<file path="config.mk">
export PLATFORM = sky130hd
export DESIGN_NAME = rgb_fade_sequencer
export DESIGN_NICKNAME = d
export VERILOG_FILES = /design/src/rtl/rgb_fade_sequencer.sv
export SDC_FILE = /design/constraint.sdc
export NUM_CORES = 1
export LEC_CHECK = 0
export BUFFER_PORTS_ARGS = -buffer_cell sky130_fd_sc_hd__buf_2
export CAP_MARGIN = 30
export CORE_UTILIZATION = 48
export DETAILED_ROUTE_END_ITERATION = 16
export PLACE_DENSITY = 0.64
export SLEW_MARGIN = 10
export SYNTH_ARGS = -nofsm -noshare
export SYNTH_HDL_FRONTEND = slang
export SYNTH_SLANG_ARGS = --single-unit
</file>
<file path="constraint.sdc">
create_clock -name clk -period 7.4 [get_ports clk]
set_clock_uncertainty 0.05 [all_clocks]
set_input_delay 0.37 -clock clk [delete_from_list [all_inputs] [get_ports clk]]
set_output_delay 0.37 -clock clk [all_outputs]
set_load 0.03 [all_outputs]
</file>
<file path="src/rtl/rgb_fade_sequencer.sv">
// RGB fade sequencer: accepts a target colour, ramps the three duty values toward it
// one step per prescaler tick, holds for a programmed number of ticks, then pulses done.
module rgb_fade_sequencer #(
  parameter int TICK_DIV = 100000,
  parameter int TICK_W   = 17
) (
  input  logic       clk,
  input  logic       rst,
  input  logic [7:0] tgt_r,
  input  logic [7:0] tgt_g,
  input  logic [7:0] tgt_b,
  input  logic [7:0] fade_step,
  input  logic [7:0] hold_ticks,
  input  logic       tgt_valid,
  output logic       tgt_ready,
  input  logic       abort,
  output logic [7:0] r_duty,
  output logic [7:0] g_duty,
  output logic [7:0] b_duty,
  output logic       busy,
  output logic       done
);

  typedef enum logic [1:0] {
    IDLE = 2'd0,
    FADE = 2'd1,
    HOLD = 2'd2
  } state_t;

  state_t            state;
  state_t            state_next;
  logic [TICK_W-1:0] presc;
  logic              tick;
  logic              accept;
  logic              at_target;
  logic              done_next;
  logic [7:0]        tgt_r_q;
  logic [7:0]        tgt_g_q;
  logic [7:0]        tgt_b_q;
  logic [7:0]        step_q;
  logic [7:0]        hold_len;
  logic [7:0]        hold_cnt;
  logic [7:0]        r_next;
  logic [7:0]        g_next;
  logic [7:0]        b_next;

  // One channel moves by step toward its target, snapping onto it when within one step.
  function automatic logic [7:0] approach(input logic [7:0] cur, input logic [7:0] tgt,
                                          input logic [7:0] step);
    logic signed [8:0] diff;
    logic [8:0]        mag;
    diff = $signed({1'b0, tgt}) - $signed({1'b0, cur});
    mag  = diff[8] ? $unsigned(-diff) : $unsigned(diff);
    if (mag <= {1'b0, step}) begin
      approach = tgt;
    end else if (diff[8]) begin
      approach = cur - step;
    end else begin
      approach = cur + step;
    end
  endfunction

  assign tick      = (state != IDLE) && (presc == TICK_W'(TICK_DIV - 1));
  assign accept    = tgt_valid && tgt_ready;
  assign r_next    = approach(r_duty, tgt_r_q, step_q);
  assign g_next    = approach(g_duty, tgt_g_q, step_q);
  assign b_next    = approach(b_duty, tgt_b_q, step_q);
  assign at_target = (r_next == tgt_r_q) && (g_next == tgt_g_q) && (b_next == tgt_b_q);

  always_ff @(posedge clk) begin
    if (rst) begin
      state <= IDLE;
    end else begin
      state <= state_next;
    end
  end

  // Abort always beats a coinciding tick, so it is tested before any tick-driven transition.
  always_comb begin
    state_next = state;
    done_next  = 1'b0;
    case (state)
      IDLE: begin
        if (accept) begin
          state_next = FADE;
        end
      end
      FADE: begin
        if (abort) begin
          state_next = IDLE;
        end else if (tick && at_target) begin
          if (hold_len == 8'd0) begin
            state_next = IDLE;
            done_next  = 1'b1;
          end else begin
            state_next = HOLD;
          end
        end
      end
      HOLD: begin
        if (abort) begin
          state_next = IDLE;
        end else if (tick && (hold_cnt <= 8'd1)) begin
          state_next = IDLE;
          done_next  = 1'b1;
        end
      end
      default: begin
        state_next = IDLE;
      end
    endcase
  end

  always_comb begin
    tgt_ready = (state == IDLE);
    busy      = (state != IDLE);
  end

  always_ff @(posedge clk) begin
    if (rst) begin
      r_duty   <= 8'd0;
      g_duty   <= 8'd0;
      b_duty   <= 8'd0;
      tgt_r_q  <= 8'd0;
      tgt_g_q  <= 8'd0;
      tgt_b_q  <= 8'd0;
      step_q   <= 8'd1;
      hold_len <= 8'd0;
      hold_cnt <= 8'd0;
      presc    <= '0;
      done     <= 1'b0;
    end else begin
      done <= done_next;
      if (accept) begin
        tgt_r_q  <= tgt_r;
        tgt_g_q  <= tgt_g;
        tgt_b_q  <= tgt_b;
        step_q   <= (fade_step == 8'd0) ? 8'd1 : fade_step;
        hold_len <= hold_ticks;
        presc    <= '0;
      end else if ((state != IDLE) && !abort) begin
        presc <= tick ? '0 : presc + 1'b1;
        if (tick && (state == FADE)) begin
          r_duty <= r_next;
          g_duty <= g_next;
          b_duty <= b_next;
          if (at_target) begin
            hold_cnt <= hold_len;
          end
        end
        if (tick && (state == HOLD)) begin
          hold_cnt <= hold_cnt - 8'd1;
        end
      end else begin
        presc <= '0;
      end
    end
  end

endmodule

</file>
**Word-level counts from Yosys, hierarchy flattened**

Index checks and enable logic that the tools add are counted.

- Register bits: 92
- Word-level logic and storage cells: 87

- $add $sub $neg: 14
- Magnitude comparators: 4
- Equal/unequal tests: 9
- Mux-type cells: 26
- Bitwise logic cells: 2
- Reduce and logical (&&, ||, !) cells: 20

Operator list:

| kind | number |
|---|---|
| 8-bit two-way mux | 10 |
| 9-bit by 8-bit <= comparator with 1-bit output | 3 |
| 9-bit two-way mux | 3 |
| 9-bit negation | 3 |
| 8-bit by 8-bit subtractor with 9-bit output | 3 |
| 8-bit adder | 3 |
| 8-bit == test | 3 |
| 8-bit subtractor | 3 |
| 17-bit by 1-bit adder with 17-bit output, second input constant | 1 |
| 17-bit == test, second input constant | 1 |
| 8-bit zero test | 2 |
| 2-bit two-way mux | 6 |
| 1-bit logical AND | 9 |
| 8-bit by 1-bit <= comparator with 1-bit output, second input constant | 1 |
| 8-bit by 1-bit subtractor with 8-bit output, second input constant | 1 |
| 3-bit != test, second input constant | 2 |
| 2-bit one-hot mux with 3 select lines | 1 |
| 3-bit AND reduction | 2 |
| 2-bit nonzero test | 3 |
| 1-bit two-way mux | 5 |
| 4-bit AND reduction | 1 |
| 4-bit OR reduction | 1 |
| 2-bit by 1-bit == test with 1-bit output, second input constant | 1 |
| 2-bit == test, second input constant | 1 |
| other kinds (5) | 6 |

**Depth between registers and ports, before layout**

- Depth after elaboration: 12
- Mapped depth: 23
- Depth with buffers taken out: 21

**Worst setup path before layout**

OpenSTA, ideal clock, no wires.

- Kind: flip-flop to flip-flop
- Start point: reg b_duty[0]
- End point: reg hold_cnt[2]
- Library setup time: 0.079 ns
- Arrival time: 4.827 ns
- Data required time: 7.271 ns
- Slack: 2.443 ns
- Stages on the path, launching flop included: 22
- Buffers on the path: 1
- Cell sequence: dfxtp_1 ha_1 inv_1 fa_1 a21o_1 a221oi_1 a21oi_1 clkbuf_1 nor2_1 a21o_1 inv_1 ha_1 nor2b_1 o21a_1 nor2_1 xnor3_1 or4b_1 a2111o_1 nor2_2 o2111ai_4 mux2i_1 a211oi_2

- Longest elaborated chain between the ends: 9
- Elaborated cells on any way between the ends: 12
- Classes of those cells: add/sub: 4; order compare: 1; eq/ne: 1; mux: 3; reduce/logical: 3

Ends and longest elaborated chain:

| what | RTL line | source |
|---|---|---|
| start, declared | 19 | `output logic [7:0] b_duty,` |
| start signal, assigned | 146 | `b_duty <= b_next;` |
| 8-bit by 8-bit subtractor with 9-bit output | 52 | `diff = $signed({1'b0, tgt}) - $signed({1'b0, cur});` |
| 9-bit negation | 53 | `mag = diff[8] ? $unsigned(-diff) : $unsigned(diff);` |
| 9-bit two-way mux | 53 |  |
| 9-bit by 8-bit <= comparator with 1-bit output | 54 | `if (mag <= {1'b0, step}) begin` |
| 8-bit two-way mux (*) | 54 |  |
| 8-bit == test (*) | 68 | `assign at_target = (r_next == tgt_r_q) && (g_next == tgt_g_q) && (b_next == tgt_b_q);` |
| 1-bit logical AND (*) | 68 |  |
| 2-bit nonzero test (no line) (*) | - |  |
| 4-bit AND reduction (no line) (*) | - |  |
| end signal, assigned | 148 | `hold_cnt <= hold_len;` |
| end signal, assigned | 152 | `hold_cnt <= hold_cnt - 8'd1;` |
| end, declared | 42 | `logic [7:0] hold_cnt;` |

Every way passes the cells marked *; elsewhere a longest branch is shown, timed or not.
A chain may end at the register's enable or synchronous reset.

**Worst setup path after layout**

- Start point: reg g_duty[0]
- End point: reg hold_cnt[0]

- Longest elaborated chain between the ends: 10
- Elaborated cells on any way between the ends: 13
- Classes of those cells: add/sub: 4; order compare: 1; eq/ne: 1; mux: 3; reduce/logical: 4

Ends and longest elaborated chain:

| what | RTL line | source |
|---|---|---|
| start, declared | 18 | `output logic [7:0] g_duty,` |
| start signal, assigned | 145 | `g_duty <= g_next;` |
| 8-bit by 8-bit subtractor with 9-bit output | 52 |  |
| 9-bit negation | 53 |  |
| 9-bit two-way mux | 53 |  |
| 9-bit by 8-bit <= comparator with 1-bit output | 54 |  |
| 8-bit two-way mux (*) | 54 |  |
| 8-bit == test (*) | 68 |  |
| 1-bit logical AND (*) (2 in a row) | 68 |  |
| 2-bit nonzero test (no line) (*) | - |  |
| 4-bit AND reduction (no line) (*) | - |  |

Marked as above.

==> flow_metrics.tcl <==
set metrics [dict create \
    ys_seq_area_share_pct 22.63 \
    slowest_stage "ha_1" \
    fp.dieH_um 132.2 \
    hp-class "in -> reg" \
    placed_area_mm2 0.008621 \
    final_cell_mix "nand2_1 (134), nor2_1 (120), dfxtp_1 (92)" \
    cpLargestDelayFamily "compound AO/OA/AOI/OAI gates" \
    track_usage_pct 24.41 \
    vias 7340 \
    p_per_area_mw_per_mm2 304.9 \
    crit_chain "ha_1 -> inv_1 -> fa_1 -> a21o_1 -> a221oi_4 -> o21a_1 -> nor2_1 -> xnor2_1 -> ha_1 -> nor3_1 -> a21o_1 -> a2111oi_0 -> o311ai_0 -> nor4_1 -> nand4_2 -> a22oi_2 -> nand4_1 -> mux2_1 -> a31oi_1" \
    ff_latch_area_mm2 0.001842 \
    port-buffer-count 70 \
    ys_top_cells_by_area "dfxtp_1 (23%), ha_1 (12%), xnor2_1 (7.4%)" \
    fin_nets 1224 \
    syn_nets 1183 \
    via_per_inst 5.561 \
    clock.fmax_mhz 191.9 \
    multi_input_comb_area_mm2 0.005894 \
    ctsRootBufferMaster "clkbuf_16" \
    combPwrFrac_pct 61.8 \
    crit_fanout 10 \
    final_common_cell "nand2_1" \
    fillers 1671 \
    antenna_found_initial 0 \
    critPathArrivalTime_ns 5.44 \
    cts-buffers-inserted 9 \
    synthToLayoutAreaGrowth_pct 9.609 \
    max-vdd-ir-drop_uv 192.4 \
    min_period_ns 5.210 \
    worst_slew_pin_slew_ns 0.9181 \
    place_hpwl_um 15380 \
    final_antenna_net_count 0 \
    syn-cell-area_mm2 0.008138 \
    rsz0062_at_grt "no" \
    hold_viol 0 \
    postCtsSetupRepairBufs 0 \
    switching_share_pct 46.04 \
    setup_viol 0 \
    routed_wl_um 20530 \
    leakage_uw 0.003603 \
    die_area_mm2 0.01748 \
    internal-power_uw 1468 \
    start_util_pct 49.07 \
    gp_congestion 0.8718 \
    r2r_slack_ns 2.19 \
    startpoint_type "register" \
    seqPwrFrac_pct 20.9 \
    dpl.cell_count 1304 \
    worstSkewPairLatency_ns 0.36 \
    drv_slew 0 \
    synth_edf_count 0 \
    fin_cells 1320 \
    syn_inst 1054 \
    avgSynthCellArea_um2 7.721 \
    crit_type "reg -> reg" \
    hold_ws_ns 0.1853 \
    wl_per_cell_um 15.55 \
    postCtsHoldBufs 0 \
    synth_top_area_share_pct 22.63 \
    cts_tree "done" \
    placementRows 47 \
    clk_pin_slew_ns 0.08 \
    status "finished, final reports clean" \
    fin_area_mm2 0.008920 \
    finalSetupTns_ns 0 \
    postSynth.asyncResetShare_pct 0 \
    cts-resized-gates 0 \
    max_cap_viol_count 0 \
    crit_buf_inv 1 \
    p_sw_uw 1252 \
    drc 0 \
    ys_warn_count 0 \
    crit_required_ns 7.63 \
    ff2ff_path_depth 19 \
    max_stage_delay_ns 0.49 \
    worstSetupEndpointType "register" \
    grt_pass1_vias 6843 \
    ys_seq_elements 92 \
    synthFlopType "dfxtp_1" \
    drive_above_1_share_pct 10.82 \
    yosys.area.top_type "dfxtp_1" \
    diodes 0 \
    cts_sinks 92 \
    dr.pass1.iters 4 \
    drtIter0Drc 426 \
    core-area_mm2 0.01658 \
    ys_types 85 \
    grt_max_degree 77 \
    post-route-period-util_pct 70.40 \
    power_frac_clock_pct 17.3 \
    gr-total-overflow 0 \
    whs_path_depth 3 \
    htree_levels 3 \
    maxSlewHeadroom_pct 38.79 \
    grt_first_pass_wirelength_um 34340 \
    critical_path_depth 19 \
    io_pins 71 \
    cts.path.max_buffers 2 \
    fp.dieW_um 132.2 \
]
per-stage QoR:
step	total power [uW]	setup slack (ns)	util [%]
detailed placement	2247	2.223	51.98
CTS	2733	2.178	53.79
global route	2959	1.629	53.79
finish	2720	2.190	53.79
floorplan	1911	2.443	-
global placement	2229	2.179	51.94
state kept, by name, summed over array words and instances, names as in the netlist:
| name | flops |
|---|---|
| tgt_b_q | 8 |
| g_duty | 8 |
| state | 2 |
| done | 1 |
| tgt_g_q | 8 |
| step_q | 8 |
| r_duty | 8 |
| presc | 17 |
| tgt_r_q | 8 |
| b_duty | 8 |
| hold_len | 8 |
| hold_cnt | 8 |
synthesized netlist by cell type, types with 4 or more instances:
cell type,n
nand2_1,134
buf_2,4
fa_1,6
and2_1,8
nand2b_1,12
a211oi_1,22
and3_1,6
o211ai_1,4
nor3_1,25
xnor3_1,4
xor2_1,31
nand4_1,9
mux2i_1,24
o21ai_0,31
nor4_1,10
o22ai_1,6
a21oi_1,89
a21o_1,17
or2_2,4
nor2b_1,7
nor2_1,120
ha_1,79
or3_1,6
a31oi_1,12
o21ai_1,4
o21a_1,12
nand3_1,24
dfxtp_1,92
a221oi_1,4
clkbuf_1,38
xnor2_1,69
o21bai_1,5
inv_1,63
power groups by stage:
| stage | Sequential (uW) | Combinational, uW | Clock [uW] |
|---|---|---|---|
| 2_1_floorplan | 561 | 1350 | 0 |
| 3_3_place_gp | 580 | 1650 | 0 |
| 3_5_place_dp | 581 | 1670 | 0 |
| 4_1_cts | 569 | 1680 | 485 |
| 5_1_grt | 575 | 1880 | 506 |
| 6_report | 569 | 1680 | 471 |
layout make-up:
class / count / share of cell area, %
clock buffer: 9 / 2.525
clock inverter: 7 / 0.8276
inverter: 63 / 2.651
multi-input combinational: 856 / 66.08
sequential: 92 / 20.65
tap: 220 / 3.086
timing repair buffer: 73 / 4.180
worst register-to-register path, stage by stage, from the launching register on:
cell       delay (ns)
dfxtp_1          0.39
ha_1             0.18
inv_1            0.06
fa_1             0.41
a21o_1           0.22
a221oi_4         0.43
o21a_1           0.34
nor2_1           0.10
xnor2_1          0.16
ha_1             0.49
nor3_1           0.09
a21o_1           0.16
a2111oi_0        0.34
o311ai_0         0.19
nor4_1           0.34
nand4_2          0.25
a22oi_2          0.24
nand4_1          0.23
mux2_1           0.37
a31oi_1          0.12
worst paths after layout:
kind              from          end
max          g_duty[0]  hold_cnt[0]
min           tgt_b[5]   tgt_b_q[5]
max reg2reg  g_duty[0]  hold_cnt[0]
min reg2reg   presc[0]     presc[0]
cells by family after synthesis:
group / count (synthesis) / synth area share [%]
adder cells (fa/ha/maj): 85 / 13.62
flip-flops: 92 / 22.63
AND/OR/NAND/NOR: 385 / 22.00
XOR/XNOR: 106 / 12.50
buffers and inverters: 106 / 4.951
multiplexers: 27 / 3.367
AO/OA/AOI/OAI: 253 / 20.93
metal layers:
| metal | up-vias | part of all wire, % | global-route usage (%) |
|---|---|---|---|
| li1 | 3786 | - | - |
| met1 | 3365 | 48 | 32.42 |
| met2 | 158 | 45 | 40.09 |
| met3 | 31 | 4.5 | 4.652 |
| met4 | 0 | 2.2 | 7.216 |
| met5 | - | 0 | 0 |
Note: power is estimated with default switching activity, not from simulation.
